### src/rtl/hand_shake_pkg.sv
// Shared definitions for the multi-channel handshake receiver: channel state
// encoding, the channel-index width helper and the default synchroniser depth.
package hand_shake_pkg;

  typedef enum logic [1:0] {
    StIdle = 2'd0,
    StFull = 2'd1,
    StAck  = 2'd2
  } ch_state_e;

  localparam int unsigned DefSyncStages = 2;

  // Index width that stays at least one bit wide for a single channel.
  function automatic int unsigned idx_width(input int unsigned n);
    return (n <= 1) ? 1 : $clog2(n);
  endfunction

endpackage

### src/rtl/hand_shake_rx_ch.sv
// One four-phase receive channel: req synchroniser, capture register, state machine and
// registered ack. Optional sticky protocol-error flag under HSRX_PROTO_CHK_EN.
module hand_shake_rx_ch
  import hand_shake_pkg::*;
#(
  parameter int unsigned DataWidth  = 32,
  parameter int unsigned SyncStages = DefSyncStages
) (
  input  logic                 clk_i,
  input  logic                 rst_ni,
  input  logic                 req_i,
  input  logic [DataWidth-1:0] data_i,
  input  logic                 xfer_i,
  output logic                 full_o,
  output logic [DataWidth-1:0] data_o,
  output logic                 ack_o
`ifdef HSRX_PROTO_CHK_EN
  ,
  output logic                 err_o
`endif
);

  logic [SyncStages-1:0] sync_q, sync_d;
  logic                  req_s;
  ch_state_e             state_q, state_d;
  logic [DataWidth-1:0]  data_q, data_d;
  logic                  ack_q, ack_d;

  // req_i is foreign-domain; only the last synchroniser stage is used by logic.
  assign sync_d = {sync_q[SyncStages-2:0], req_i};
  assign req_s  = sync_q[SyncStages-1];

  always_comb begin
    state_d = state_q;
    data_d  = data_q;
    ack_d   = 1'b0;
    unique case (state_q)
      StIdle: begin
        if (req_s) begin
          data_d  = data_i;
          state_d = StFull;
        end
      end
      StFull: begin
        if (xfer_i) begin
          state_d = StAck;
        end
      end
      StAck: begin
        // Ack follows the seen req, so a req dropped early never produces an ack pulse.
        if (req_s) begin
          ack_d = 1'b1;
        end else begin
          state_d = StIdle;
        end
      end
      default: state_d = StIdle;
    endcase
  end

  always_ff @(posedge clk_i or negedge rst_ni) begin
    if (!rst_ni) begin
      sync_q  <= '0;
      state_q <= StIdle;
      data_q  <= '0;
      ack_q   <= 1'b0;
    end else begin
      sync_q  <= sync_d;
      state_q <= state_d;
      data_q  <= data_d;
      ack_q   <= ack_d;
    end
  end

  assign full_o = (state_q == StFull);
  assign data_o = data_q;
  assign ack_o  = ack_q;

`ifdef HSRX_PROTO_CHK_EN
  logic err_q, err_d;

  assign err_d = err_q | ((state_q == StFull) && !req_s);

  always_ff @(posedge clk_i or negedge rst_ni) begin
    if (!rst_ni) begin
      err_q <= 1'b0;
    end else begin
      err_q <= err_d;
    end
  end

  assign err_o = err_q;
`endif

endmodule

### src/rtl/hand_shake_rx_mc.sv
// Multi-channel handshake receiver: CH_NUM channels merged onto one valid/ready stream by a
// round-robin arbiter with grant lock. HSRX_PROTO_CHK_EN adds the sticky oErr flags.
module hand_shake_rx_mc
  import hand_shake_pkg::*;
#(
  parameter int unsigned  DATA_WIDTH  = 32,
  parameter int unsigned  CH_NUM      = 4,
  parameter int unsigned  SYNC_STAGES = DefSyncStages,
  localparam int unsigned CH_IDX_W    = idx_width(CH_NUM)
) (
  input  logic                         iRxClk,
  input  logic                         iRstnRx,
  input  logic [CH_NUM-1:0]            iTxRdy,
  input  logic [CH_NUM*DATA_WIDTH-1:0] iData,
  output logic [CH_NUM-1:0]            oRxAck,
  output logic                         oValid,
  input  logic                         iReady,
  output logic [DATA_WIDTH-1:0]        oData,
  output logic [CH_IDX_W-1:0]          oChId
`ifdef HSRX_PROTO_CHK_EN
  ,
  output logic [CH_NUM-1:0]            oErr
`endif
);

  logic [CH_NUM-1:0]     full;
  logic [CH_NUM-1:0]     xfer;
  logic [DATA_WIDTH-1:0] ch_data [CH_NUM];

  logic [CH_IDX_W-1:0]   ptr_q, ptr_d;
  logic                  lock_q, lock_d;
  logic [CH_IDX_W-1:0]   lock_idx_q, lock_idx_d;
  logic [CH_IDX_W-1:0]   rr_grant, grant;
  logic [CH_IDX_W:0]     cand_sum;
  logic [CH_IDX_W-1:0]   cand;
  logic                  found;
  logic                  transfer;

  for (genvar c = 0; c < CH_NUM; c++) begin : g_ch
    hand_shake_rx_ch #(
      .DataWidth (DATA_WIDTH),
      .SyncStages(SYNC_STAGES)
    ) u_ch (
      .clk_i (iRxClk),
      .rst_ni(iRstnRx),
      .req_i (iTxRdy[c]),
      .data_i(iData[c*DATA_WIDTH +: DATA_WIDTH]),
      .xfer_i(xfer[c]),
      .full_o(full[c]),
      .data_o(ch_data[c]),
      .ack_o (oRxAck[c])
`ifdef HSRX_PROTO_CHK_EN
      ,
      .err_o (oErr[c])
`endif
    );
  end

  // First FULL channel at or after the pointer, wrapping modulo CH_NUM.
  always_comb begin
    rr_grant = '0;
    found    = 1'b0;
    cand_sum = '0;
    cand     = '0;
    for (int i = 0; i < CH_NUM; i++) begin
      cand_sum = {1'b0, ptr_q} + (CH_IDX_W+1)'(i);
      if (cand_sum >= (CH_IDX_W+1)'(CH_NUM)) begin
        cand_sum = cand_sum - (CH_IDX_W+1)'(CH_NUM);
      end
      cand = cand_sum[CH_IDX_W-1:0];
      if (!found && full[cand]) begin
        found    = 1'b1;
        rr_grant = cand;
      end
    end
  end

  // A stalled offer keeps its grant, so late arrivals cannot change oData/oChId.
  assign grant    = lock_q ? lock_idx_q : rr_grant;
  assign oValid   = |full;
  assign transfer = oValid & iReady;
  assign oData    = ch_data[grant];
  assign oChId    = grant;

  always_comb begin
    xfer       = '0;
    ptr_d      = ptr_q;
    lock_d     = oValid & ~iReady;
    lock_idx_d = grant;
    if (transfer) begin
      xfer[grant] = 1'b1;
      ptr_d       = (grant == CH_IDX_W'(CH_NUM - 1)) ? '0 : grant + 1'b1;
    end
  end

  always_ff @(posedge iRxClk or negedge iRstnRx) begin
    if (!iRstnRx) begin
      ptr_q      <= '0;
      lock_q     <= 1'b0;
      lock_idx_q <= '0;
    end else begin
      ptr_q      <= ptr_d;
      lock_q     <= lock_d;
      lock_idx_q <= lock_idx_d;
    end
  end

endmodule

### config.mk
export PLATFORM = sky130hd
export DESIGN_NAME = hand_shake_rx_mc
export DESIGN_NICKNAME = d
export VERILOG_FILES = /design/src/rtl/hand_shake_pkg.sv /design/src/rtl/hand_shake_rx_ch.sv /design/src/rtl/hand_shake_rx_mc.sv
export SDC_FILE = /design/constraint.sdc
export NUM_CORES = 1
export LEC_CHECK = 0
export CORE_AREA = 2 2 121 123
export CTS_CLUSTER_SIZE = 14
export DETAILED_ROUTE_END_ITERATION = 10
export DIE_AREA = 0 0 123 125
export MAX_ROUTING_LAYER = met4
export PLACE_DENSITY = 0.79
export SLEW_MARGIN = 20
export SYNTH_ARGS = -nofsm -noshare
export SYNTH_HDL_FRONTEND = slang
export SYNTH_HIERARCHICAL = 1
export SYNTH_SLANG_ARGS = --single-unit
### constraint.sdc
create_clock -name iRxClk -period 2.6 [get_ports iRxClk]
set_input_delay 0.26 -clock iRxClk [delete_from_list [all_inputs] [get_ports iRxClk]]
set_output_delay 0.26 -clock iRxClk [all_outputs]
set_load 0.005 [all_outputs]
==> results_dict.tcl <==
set metrics [dict create \
    outcome "finished clean" \
    netlist_top_cells_area "sky130_fd_sc_hd__dfrtp_1 57%, sky130_fd_sc_hd__mux2_2 20%, sky130_fd_sc_hd__nand2_1 5.8%" \
    post_route_cells_drive_above_1_share_pct 36.01 \
    tritoncts "done" \
    clkSlewWorstSetupHoldPaths_ns 0.06 \
    synth_sequential_area_ratio_pct 56.56 \
    worstMarginPinSlew_ns 0.5628 \
    synth_cell_count_leaders "153 x sky130_fd_sc_hd__dfrtp_1, 121 x sky130_fd_sc_hd__mux2_2, 104 x sky130_fd_sc_hd__nand2_1" \
    worstPathRequired_ns 2.34 \
    synth_warnings 6 \
    synth-seq-cells 153 \
    grt_antenna_before_repair 0 \
    async_reset_ff_share_pct 100.0 \
    clock_path_buffers 2 \
    num-nets-final 886 \
    netlist.area_leader.share_pct 56.56 \
    syn_inst 535 \
    r2r_slack_ns 0.24 \
    post-dp-hpwl_mm 11.51 \
    worst_hold_path_type "input pin to flop" \
    crit_arrival_ns 2.31 \
    num_antenna_cells 0 \
    finalPower_mw 13.92 \
    crit_type "flop to primary output" \
    route.antenna.remaining_nets 0 \
    synth.avg_cell_area_sq_um 12.65 \
    core-area_sq_mm 0.01420 \
    synth_fp_nets 671 \
    die_area_sq_mm 0.01538 \
    layout.core_utilization_pct 69.23 \
    drc 0 \
    timing.critical_path.from_type "flop" \
    overall_die_width_um 123 \
    rsz0062_at_grt "true" \
    dpl.cell_count 883 \
    synth_enable_flop_cells 0 \
    post_drt_via_cell_ratio 5.513 \
    max_clock_freq_ghz 0.3884 \
    detail_route.wl_per_cell_um 19.60 \
    setup_slack_ns 0.02502 \
    netlist.top_cell.by_area "sky130_fd_sc_hd__dfrtp_1" \
    critical_path_buf_inv_count 3 \
    skew_ns 0.01167 \
    irDropWorstVdd_mv 0.6391 \
    first_iter_violations 402 \
    numCtsBuffers 17 \
    final-instance-count-excl-fill 945 \
    r2r_start "g_ch[1].u_ch/state_q[0]" \
    worstPathMaxFanout 17 \
    fin_worst_hold_slack_ns 0.2777 \
    drt-pass1-iter-count 4 \
    mappedNetlistArea_sq_mm 0.006769 \
    endpoint_kind "primary output" \
    crit_chain "nor2b_4, or2_4, nand4b_1, and3_4, buf_4, buf_12, nand2_1, a32oi_2, buf_2" \
    grt_start_max_net_pins 71 \
    fp-row-count 44 \
    setup.worst_path.end "oData[17]" \
    worstSetupStartpoint "g_ch[1].u_ch/state_q[0]" \
    placement.io_buffers 173 \
    fin_area_sq_mm 0.009833 \
    placedInstanceArea_sq_mm 0.008730 \
    final_hold_viol_count 0 \
    post-route-min-period_ns 2.575 \
    htree_levels 4 \
    path_delay_family "simple AND/OR/NAND/NOR gates" \
    die_height_um 125 \
    detailedPlace.worstSlack_ns -0.08043 \
    netlist-cell-type-count 30 \
    via_count 5210 \
    crit_path_max_incr_delay_ns 0.38 \
    clock-sinks 153 \
    period_share_pct 99.04 \
    drv.max_cap_violation_count 0 \
    reg2regPathDepth 11 \
    fin_setup_tns_ns 0 \
    synthMostInstantiatedCell "sky130_fd_sc_hd__dfrtp_1" \
    max-slew-margin-rel_pct 62.44 \
    syn_to_final_growth_pct 45.27 \
    floorplan.initialDensity_pct 47.66 \
    drt_wl_total_mm 18.52 \
    routabilityCongestion 0.8242 \
    max_slew_violation_count 0 \
    ioPinCount 174 \
    first_global_vias 5407 \
    master_cell_of_the_clock_root_buffer "sky130_fd_sc_hd__clkbuf_16" \
    worst-path-stages 9 \
    grt_first_pass_wirelength_mm 28.12 \
    cell_area_power_density_mw_per_mm2 1416 \
    synthFlopType "sky130_fd_sc_hd__dfrtp_1" \
    clock_insertion_delay_worst_skew_ns 0.42 \
    grt.total_usage_pct 24.91 \
    r2r-end "g_ch[3].u_ch/state_q[0]" \
    global_route.overflow_total 0 \
    timing.critical_path.slowest_stage_cell "sky130_fd_sc_hd__dfrtp_1" \
    total_leakage_power_nw 4.166 \
    setup_viol 0 \
]
## metal layers
layer	track usage [%]	wire length, um
met1	31.65	7909
met2	39.10	9079
met3	6.068	1155
met4	8.489	378
met5	-	0
## state kept, by name, summed over array words and instances, names as in the netlist
signal	cells
g_ch.u_ch/ack_o	4
g_ch.u_ch/data_o	128
g_ch.u_ch/state_q	8
g_ch.u_ch/sync_q	8
lock_idx_q	2
lock_q	1
ptr_q	2
## where the power goes
group | switching (mW) | leakage (nW) | internal [mW]
clock network | 0.928 | 0.286 | 1.55
registers | 0.647 | 1.82 | 3.51
logic | 3.32 | 2.06 | 3.97
## placed cells by master, fill, tap and decap left out, drive strengths merged, types with 2 or more instances in the layout
master	instances
bufinv	3
nand2b	3
a21oi	32
nor2	9
buf	85
clkinv	4
a32oi	32
clkbuf	26
o2bb2ai	4
dfrtp	153
nor2b	7
dlygate4sd2	2
inv	5
nand2	104
and3	2
nor3	3
nand3	2
nor3b	4
mux2	129
clkdlybuf4s50	138
a211oi	4
## worst min path at each step
stage	start	endpoint	slack [ns]	cells after the start
6_report	iTxRdy[3]	g_ch[3].u_ch/sync_q[0]	0.28	1
5_1_grt	iTxRdy[1]	g_ch[1].u_ch/sync_q[0]	0.27	1
4_1_cts	iTxRdy[3]	g_ch[3].u_ch/sync_q[0]	0.27	1
3_5_place_dp	iRstnRx	g_ch[0].u_ch/data_o[13]	0.26	1
3_3_place_gp	iRstnRx	g_ch[3].u_ch/data_o[8]	0.25	1
2_1_floorplan	iRstnRx	g_ch[0].u_ch/ack_o	-0.04	0
## kinds of logic after synthesis
| family | count (synthesis) | share of synthesized area (%) |
|---|---|---|
| multiplexers | 129 | 21.46 |
| AND/OR/NAND/NOR | 137 | 9.168 |
| buffers and inverters | 39 | 4.695 |
| flip-flops | 153 | 56.56 |
| adder cells (fa/ha/maj) | 1 | 0.1848 |
| AO/OA/AOI/OAI | 76 | 7.930 |
## area by class of cell
| cell class | count | area, sq um |
|---|---|---|
| Clock buffer | 22 | 464.2 |
| Clock inverter | 8 | 121.4 |
| Fill cell | 984 | 4370 |
| Inverter | 5 | 23.77 |
| Multi-Input combinational cell | 343 | 2815 |
| Sequential cell | 153 | 3829 |
| Tap cell | 184 | 230.2 |
| Timing Repair Buffer | 230 | 2350 |
## repair_timing
action                     in CTS  in global routing
setup endpoints to repair      34                 32
buffers inserted               12                 12
pin swaps                      23                 21
hold buffers                    1                  0
cloned                          6                  4
hold endpoints to repair       55                  0
resized for setup             161                 35
Power figures use the tool's default switching activity.
